$ cat src/rtl/apa102_pkg.sv
// apa102_pkg: shared APA102 framing constants, scheduler state encoding, last_src codes and payload width helper
package apa102_pkg;
  localparam int START_BITS = 32;
  typedef enum logic [1:0] {IDLE, START, DATA, END} state_t;
  typedef enum logic [1:0] {SRC_NONE, SRC_A, SRC_B, SRC_REPLAY} src_t;
  function automatic int payload_width(input int num_leds);
    return 32 * num_leds;
  endfunction
endpackage

$ cat src/rtl/apa102_bit_tx.sv
// apa102_bit_tx: one bit per 2*DIV clks (sck low then high), sda loaded at low-phase start; in: bit_valid/bit_data, out: bit_taken (bit latched), bit_done (high phase ending), sck_out/sda_out
module apa102_bit_tx #(
  parameter int DIV = 4
) (
  input  logic clk,
  input  logic rst_n,
  input  logic bit_valid,
  input  logic bit_data,
  output logic bit_taken,
  output logic bit_done,
  output logic sck_out,
  output logic sda_out
);
  localparam int DW = $clog2(DIV) + 1;
  logic [DW-1:0] cnt;
  logic active, high, last;
  always_comb begin
    last = cnt == DW'(DIV - 1);
    bit_done = active && high && last;
    bit_taken = bit_valid && (!active || bit_done);
  end
  always_ff @(posedge clk)
    if (!rst_n) begin
      active <= 1'b0;
      high <= 1'b0;
      cnt <= '0;
      sck_out <= 1'b0;
      sda_out <= 1'b0;
    end else if (bit_taken) begin
      active <= 1'b1;
      high <= 1'b0;
      cnt <= '0;
      sck_out <= 1'b0;
      sda_out <= bit_data;
    end else if (bit_done) begin
      active <= 1'b0;
      high <= 1'b0;
      cnt <= '0;
      sck_out <= 1'b0;
    end else if (active && last) begin
      high <= 1'b1;
      cnt <= '0;
      sck_out <= 1'b1;
    end else if (active) begin
      cnt <= cnt + 1'b1;
    end
endmodule

$ cat src/rtl/apa102_frame_sched.sv
// apa102_frame_sched: round-robin A/B frame arbiter with refresh replay, sends start/payload/end APA102 frame on sck_out/sda_out; status: busy, frame_done, last_src
module apa102_frame_sched import apa102_pkg::*; #(
  parameter int NUM_LEDS = 7,
  parameter int CLK_DIV = 4,
  parameter int END_BITS = 32,
  localparam int PW = payload_width(NUM_LEDS)
) (
  input  logic          clk,
  input  logic          rst_n,
  input  logic          src_a_valid,
  input  logic [PW-1:0] src_a_data,
  output logic          src_a_ready,
  input  logic          src_b_valid,
  input  logic [PW-1:0] src_b_data,
  output logic          src_b_ready,
  input  logic          refresh_tick,
  output logic          sck_out,
  output logic          sda_out,
  output logic          busy,
  output logic          frame_done,
  output logic [1:0]    last_src
);
  localparam int MX = PW > END_BITS ? PW : END_BITS;
  localparam int CW = $clog2((MX > START_BITS ? MX : START_BITS) + 1);
  localparam int IW = $clog2(PW);
  state_t state;
  logic [CW-1:0] cnt;
  logic [PW-1:0] frame_buf;
  logic [IW-1:0] idx;
  logic ptr, grant_a, grant_b, last_bit, bit_valid, bit_data, bit_taken, bit_done;
  // ptr=0 favours A on a tie; END holds cnt at END_BITS while the last bit finishes
  always_comb begin
    grant_a = src_a_valid && (!src_b_valid || !ptr);
    grant_b = src_b_valid && !grant_a;
    idx = IW'(PW - 1) - IW'(cnt);
    last_bit = state == START ? cnt == CW'(START_BITS - 1) : cnt == CW'(PW - 1);
    bit_valid = state != IDLE && !(state == END && cnt == CW'(END_BITS));
    bit_data = state == DATA ? frame_buf[idx] : state == END;
  end
  always_ff @(posedge clk)
    if (!rst_n) begin
      state <= IDLE;
      cnt <= '0;
      frame_buf <= '0;
      ptr <= 1'b0;
      last_src <= SRC_NONE;
      src_a_ready <= 1'b0;
      src_b_ready <= 1'b0;
      busy <= 1'b0;
      frame_done <= 1'b0;
    end else begin
      src_a_ready <= 1'b0;
      src_b_ready <= 1'b0;
      frame_done <= 1'b0;
      busy <= state != IDLE;
      case (state)
        IDLE:
          if (grant_a || grant_b) begin
            src_a_ready <= grant_a;
            src_b_ready <= grant_b;
            frame_buf <= grant_a ? src_a_data : src_b_data;
            last_src <= grant_a ? SRC_A : SRC_B;
            ptr <= grant_a;
            state <= START;
            cnt <= '0;
          end else if (refresh_tick) begin
            last_src <= SRC_REPLAY;
            state <= START;
            cnt <= '0;
          end
        START, DATA:
          if (bit_taken) begin
            cnt <= last_bit ? '0 : cnt + 1'b1;
            if (last_bit) state <= state == START ? DATA : END;
          end
        END:
          if (bit_done && !bit_valid) begin
            state <= IDLE;
            busy <= 1'b0;
            frame_done <= 1'b1;
          end else if (bit_taken) begin
            cnt <= cnt + 1'b1;
          end
      endcase
    end
  apa102_bit_tx #(.DIV(CLK_DIV)) u_tx (
    .clk(clk),
    .rst_n(rst_n),
    .bit_valid(bit_valid),
    .bit_data(bit_data),
    .bit_taken(bit_taken),
    .bit_done(bit_done),
    .sck_out(sck_out),
    .sda_out(sda_out)
  );
endmodule
$ cat config.mk
export PLATFORM = sky130hd
export DESIGN_NAME = apa102_frame_sched
export DESIGN_NICKNAME = d
export VERILOG_FILES = /design/src/rtl/apa102_pkg.sv /design/src/rtl/apa102_bit_tx.sv /design/src/rtl/apa102_frame_sched.sv
export SDC_FILE = /design/constraint.sdc
export NUM_CORES = 1
export LEC_CHECK = 0
export ABC_AREA = 1
export CORE_MARGIN = 4
export CORE_UTILIZATION = 46
export CTS_CLUSTER_SIZE = 25
export DETAILED_ROUTE_END_ITERATION = 8
export PLACE_DENSITY = 0.81
export SETUP_SLACK_MARGIN = 0.3
export SYNTH_ARGS = -nofsm -noshare
export SYNTH_HDL_FRONTEND = slang
export SYNTH_HIERARCHICAL = 1
export SYNTH_SLANG_ARGS = --single-unit
$ cat constraint.sdc
create_clock -name clk -period 4.9 [get_ports clk]
set_input_delay 1.47 -clock clk [delete_from_list [all_inputs] [get_ports clk]]
set_output_delay 1.47 -clock clk [all_outputs]
set_load 0.05 [all_outputs]
Word-level counts from Yosys, hierarchy flattened --
Index checks and enable logic that the tools add are counted.
Word-level totals: memories kept 0, bits of input ports 453, output and inout port bits 8, flip-flop bits (word level) 247, RAM bits 0, ROM bits 0, bits in latches 0
Cells by class: multiply operators 0, bitwise gates (word level) 1, order comparisons 1, divide/modulo/power cells 0, shift-type cells 0, add/subtract/negate cells 3, mux-type cells 27, reduce and logical (&&, ||, !) cells 31, equality and inequality tests 13
Operators with widths (count):
- 2-to-1 mux 224 bit | 1
- 2-to-1 mux 8 bit | 6
- case mux 8 bit (3 select lines) | 1
- 2-to-1 mux 2 bit | 8
- logical AND 1 bit | 9
- less-than comparator 8 x 9 -> 1 bit, second input constant | 1
- 2-to-1 mux 1 bit | 9
- adder 8 x 1 -> 8 bit, second input constant | 1
- binary-select mux 1 bit (select 8 bit) | 1
- == test 8 x 5 -> 1 bit, second input constant | 1
- == test 8 x 6 -> 1 bit, second input constant | 1
- == test 8 bit, second input constant | 1
- inequality test 2 bit, second input constant | 4
- AND reduction 4 bit | 2
- subtractor 8 bit, first input constant | 1
- zero test 1 bit | 6
- case mux 2 bit (3 select lines) | 1
- AND reduction 2 bit | 3
- nonzero test 2 bit | 3
- == test 2 bit, second input constant | 2
- OR reduction 4 bit | 1
- adder 3 x 1 -> 3 bit, second input constant | 1
- == test 3 x 2 -> 1 bit, second input constant | 1
- logical OR 1 bit | 3
- 8 further kinds | 8

Logic depth before layout (Yosys ltp) --
depth after elaboration 8, mapped depth 21, gate-level depth less buffers 19

Cells and area by module --
Netlist, hierarchy kept.
By module, submodules not included:
- apa102_frame_sched | area each 13156.4 um2, times used 1, cells an instance 1923, seq. area each 4824.6 um2
- apa102_bit_tx | area each 314.1 um2, times used 1, cells an instance 37, seq. area each 120.1 um2

Worst setup path after synthesis --
Ideal clock, no wire load.
path type input port to flip-flop, start input port src_b_valid, end register frame_buf[100], setup time 0.070 ns, arrival 2.516 ns, cell stages on the path 9, data required time 4.830 ns, setup slack 2.313 ns, cells stage by stage nand2_1 -> nand2_2 -> inv_2 -> buf_4 -> buf_4 -> clkbuf_1 -> o21ai_0 -> o21bai_1 -> a21oi_1
On the way: longest elaborated chain between the ends 7, elaborated cells on any way between the ends 8, classes of those cells 1 x mux; 7 x reduce/logical
RTL lines:
- from (decl) | RTL line apa102_frame_sched.sv:13 | input logic src_b_valid,
- zero test 1 bit | RTL line apa102_frame_sched.sv:33 | grant_a = src_a_valid && (!src_b_valid || !ptr);
- logical OR 1 bit | RTL line apa102_frame_sched.sv:33
- logical AND 1 bit | RTL line apa102_frame_sched.sv:33
- zero test 1 bit | RTL line apa102_frame_sched.sv:34 | grant_b = src_b_valid && !grant_a;
- logical AND 1 bit | RTL line apa102_frame_sched.sv:34
- logical OR 1 bit | RTL line apa102_frame_sched.sv:58 | if (grant_a || grant_b) begin
- AND reduction 2 bit (no line)
- to (signal assigned) | RTL line apa102_frame_sched.sv:61 | frame_buf <= grant_a ? src_a_data : src_b_data;
- to (decl) | RTL line apa102_frame_sched.sv:28 | logic [PW-1:0] frame_buf;
Several ways; a longest one is shown, not always the timed one. A chain may end at the register's enable or synchronous reset.

Worst setup path in the final report --
start input port src_a_valid, end register frame_buf[204]
On the way: longest elaborated chain between the ends 5, elaborated cells on any way between the ends 6, classes of those cells 1 x mux; 5 x reduce/logical
RTL lines:
- from (decl) | RTL line apa102_frame_sched.sv:10 | input logic src_a_valid,
- logical AND 1 bit (*) | RTL line apa102_frame_sched.sv:33
- zero test 1 bit | RTL line apa102_frame_sched.sv:34
- logical AND 1 bit | RTL line apa102_frame_sched.sv:34
- logical OR 1 bit | RTL line apa102_frame_sched.sv:58
- AND reduction 2 bit (no line)
Every way passes the cells marked *; elsewhere a longest branch is shown, timed or not.

==> results_tabular.tex <==
\begin{tabular}{lr}
\hline
Metric & Value \\
\hline
\multicolumn{2}{l}{\textbf{Outcome}} \\
\quad Status & finished clean \\
\multicolumn{2}{l}{\textbf{STA}} \\
\quad Setup repair after global routing missed its margin & no \\
\quad Relative slew slack & 26.87\% \\
\quad Total Neg Setup Slack & 0 ns \\
\quad \# setup viols final & 0 \\
\quad Largest clock skew in the final design & 0.02963 ns \\
\quad Clock period minus final worst setup slack & 3.413 ns \\
\quad Max Transition Viols Final & 0 \\
\quad Peak clock frequency supported by timing & 293.0 MHz \\
\quad Final count of hold timing violations & 0 \\
\quad Fin crit share & 69.66\% \\
\quad Measured slew at the worst slew-check pin & 1.097 ns \\
\multicolumn{2}{l}{\textbf{Clock network}} \\
\quad H-tree levels & 1 \\
\quad Latest clock arrival within the worst-skew pair & 0.55 ns \\
\quad Clock slew at reported path FFs & 0.06 ns \\
\quad Clock buffers created by TritonCTS & 27 \\
\quad Number of gates resized after CTS & 0 \\
\quad Hold-fix buffer count after cts & 0 \\
\quad Number of buffers on the longest clock path & 3 \\
\quad Setup fix buffers added after clock tree synthesis & 0 \\
\quad Cell chosen for the clock root & clkbuf\_16 \\
\quad CTS tree & done \\
\quad Number of clock sinks seen by CTS & 247 \\
\multicolumn{2}{l}{\textbf{Layout}} \\
\quad Number of nets in the finished design & 2,759 \\
\quad Cell Count, Final, Fillers Out & 2,711 \\
\quad Most frequent standard cell in the layout excluding fill and tap cells & nand2\_1 \\
\quad Layout cell share with drive strength beyond 1 & 4.190\% \\
\quad Fill count & 2,469 \\
\quad Commonest non-fill, non-tap cells in the layout & nand2\_1 (495), clkdlybuf4s50\_1 (460), o21ai\_0 (255) \\
\quad Area growth from synthesis to layout & 40.99\% \\
\multicolumn{2}{l}{\textbf{Job}} \\
\quad Max-capacitance violation count & 0 \\
\multicolumn{2}{l}{\textbf{Pwr}} \\
\quad Cell area power density & 447.8 mW/mm² \\
\quad Pleak & 7.209 nW \\
\quad Highest ir drop seen on vdd & 0.0003515 V \\
\multicolumn{2}{l}{\textbf{Logic synthesis}} \\
\quad Synthesized area per cell & 6.873 µm² \\
\quad Cell Area, Synth & 0.01347 mm² \\
\quad Count of synthesis-stage warnings from yosys & 6 \\
\quad Number of synthesized flops with an enable pin & 0 \\
\quad Primary flip-flop cell chosen by synthesis mapping & dfxtp\_1 \\
\quad Cell count after synthesis & 1,960 \\
\quad Mapped Nets & 2,424 \\
\quad Library cell with the largest summed area after synthesis & dfxtp\_1 \\
\quad Proportion of netlist area held by the largest area contributor & 36.71\% \\
\quad Flops \& latches, synth & 247 \\
\quad Synth async-reset ratio & 0\% \\
\quad Cell variety after synth & 37 \\
\quad Seq/Total Area, Yosys & 36.71\% \\
\quad Top area cells in the synthesized netlist & dfxtp\_1 (37\%), nand2\_1 (14\%), o21bai\_1 (12\%) \\
\multicolumn{2}{l}{\textbf{Floorplanning}} \\
\quad X dimension of the die & 179.1 µm \\
\quad Die area & 0.03209 mm² \\
\quad Starting density of the core & 46.80\% \\
\quad Die Y-Extent & 179.1 µm \\
\quad Core Area & 0.02878 mm² \\
\quad Placement Rows & 62 \\
\quad I/O pin cnt & 461 \\
\multicolumn{2}{l}{\textbf{Critical path}} \\
\quad Worst reg2reg startpoint & cnt[0] \\
\quad Worst Setup Path Type & primary input to flip-flop \\
\quad Reg-to-reg endpoint & cnt[7] \\
\quad Maximum fanout along the worst path & 75 \\
\quad Worst reg2reg setup slack & 1.75 ns \\
\quad Critical path, cell by cell & clkdlybuf4s50\_1, nand2\_8, inv\_6, buf\_4, o21ai\_0, o21bai\_1, a21oi\_1 \\
\quad Critical Path AT & 3.89 ns \\
\quad Critical Path Sink Type & flip-flop \\
\quad Slowest stage cell, crit path & clkdlybuf4s50\_1 \\
\quad Endpoint required time on the critical path & 5.38 ns \\
\quad Maximum single-stage delay on the critical path & 0.59 ns \\
\quad Worst Reg2Reg Path Length in Cells & 16 \\
\quad Critical Path Source Type & primary input \\
\multicolumn{2}{l}{\textbf{Min path}} \\
\quad Hold Path Sink & frame\_buf[80] \\
\quad Startpoint of the lowest-slack hold path & frame\_buf[80] \\
\quad Cells on Worst Hold Path & 2 \\
\quad Class of the tightest hold or removal check & flip-flop to flip-flop \\
\multicolumn{2}{l}{\textbf{Global route}} \\
\quad Largest net degree at the start of global routing & 227 \\
\quad Via count of the first global-routing pass & 14,162 \\
\quad Overall global routing resource usage & 27.83\% \\
\quad Initial antenna violation count & 12 \\
\quad Overflow left after global routing & 0 \\
\quad Wire length of the first global-routing pass & 72.67 mm \\
\multicolumn{2}{l}{\textbf{Drt}} \\
\quad Number of vias per cell after detailed routing & 5.447 \\
\quad Residual DRC & 0 \\
\quad First-pass iteration count of the detailed router & 5 \\
\quad Total wire length after detailed routing & 47.53 mm \\
\quad Number of vias in the routed layout & 14,766 \\
\quad Iteration-0 DRC count of the detailed router & 1,170 \\
\quad Number of antenna-violating nets in the routed design & 0 \\
\quad Routed wire length per instance & 17.53 µm \\
\multicolumn{2}{l}{\textbf{Placement}} \\
\quad Placed Instances & 2,650 \\
\quad Buffers on Ports & 460 \\
\quad HPWL after detailed placement & 31.98 mm \\
\quad Routability Congestion & 0.8424 \\
\hline
\end{tabular}
power breakdown:
| group | switching [mW] | leakage, nW | internal, mW |
|---|---|---|---|
| combinational | 2.11 | 4.70 | 1.47 |
| sequential | 0.288 | 2.04 | 2.49 |
| clock | 0.835 | 0.474 | 1.31 |
| total | 3.23 | 7.21 | 5.27 |
state kept, by name (all words and copies together), names as in the netlist:
| name | count |
|---|---|
| frame_buf | 224 |
| cnt | 8 |
| u_tx/cnt | 3 |
| last_src | 2 |
| state | 2 |
| busy | 1 |
| frame_done | 1 |
| ptr | 1 |
| src_a_ready | 1 |
| src_b_ready | 1 |
| u_tx/active | 1 |
| u_tx/high | 1 |
| u_tx/sda_out | 1 |
layout make-up:
| type | instances | area [µm²] | area share, % |
|---|---|---|---|
| inverters | 65 | 261.5 | 1.377 |
| repair buffers | 477 | 4795 | 25.25 |
| multi-input cells | 1477 | 7522 | 39.61 |
| clock inverters | 10 | 131.4 | 0.6917 |
| diodes | 12 | 30.03 | 0.1581 |
| clock buffers | 39 | 820.8 | 4.322 |
| well taps | 384 | 480.5 | 2.530 |
| flip-flops and latches | 247 | 4951 | 26.07 |
worst max-delay path, delay by kind of cell:
kind,cells,cell delay [ns]
buffers and inverters,3,1.52
AND/OR/NAND/NOR,1,0.25
AO/OA/AOI/OAI,3,0.53
synthesized netlist by cell type, types with 3 or more instances:
library cell / number
nand2_2: 5
buf_6: 4
nor2_1: 56
o211ai_1: 12
ha_1: 11
dfxtp_1: 247
nor3_1: 4
inv_2: 6
nor3b_2: 5
clkbuf_1: 78
o21ai_1: 3
o21bai_1: 224
buf_2: 59
a21oi_1: 233
nand3_1: 154
buf_1: 20
inv_1: 58
buf_4: 9
nand2_1: 495
nand4_1: 3
o21ai_0: 255
worst max path at each step:
stage,start,to,cells after the start
after floorplan,src_b_valid,frame_buf[100],9
after global placement,src_b_valid,frame_buf[149],8
after detailed placement,src_a_valid,frame_buf[77],7
after CTS,u_tx/high,sck_out,1
after global routing,src_a_valid,frame_buf[213],7
final,src_a_valid,frame_buf[204],7
layer usage:
layer | up-vias | global-route usage [%] | part of all wire (%)
met1 | 6723 | 34.28 | 40
met2 | 616 | 47.24 | 48
met4 | 0 | 12.60 | 4.1
met5 | - | 0 | 0
met3 | 121 | 5.167 | 7.7
li1 | 7306 | - | -
cells by family after synthesis:
family | count (synthesis) | share of synthesized area (%)
compound gates | 730 | 31.60
buf+inv | 236 | 7.607
xor+xnor | 3 | 0.1951
fa+ha+maj | 11 | 1.022
mux | 1 | 0.07431
flops | 247 | 36.71
simple gates | 732 | 22.79
stage by stage:
| step | total power, mW | worst slack [ns] | util [%] | hold WS, ns | instance area [µm²] |
|---|---|---|---|---|---|
| after global placement | 6.269 | 1.066 | 62.58 | 0.4493 | 18010 |
| after detailed placement | 6.360 | 1.024 | 62.58 | 0.4528 | 18010 |
| after floorplan | 5.315 | 2.313 | - | 0.4409 | 13470 |
| after global routing | 9.113 | 1.336 | 65.98 | 0.4785 | 18990 |
| final | 8.504 | 1.487 | 65.99 | 0.4623 | 18990 |
| after CTS | 8.527 | 1.555 | 65.89 | 0.4616 | 18960 |
Power figures use the tool's default switching activity.
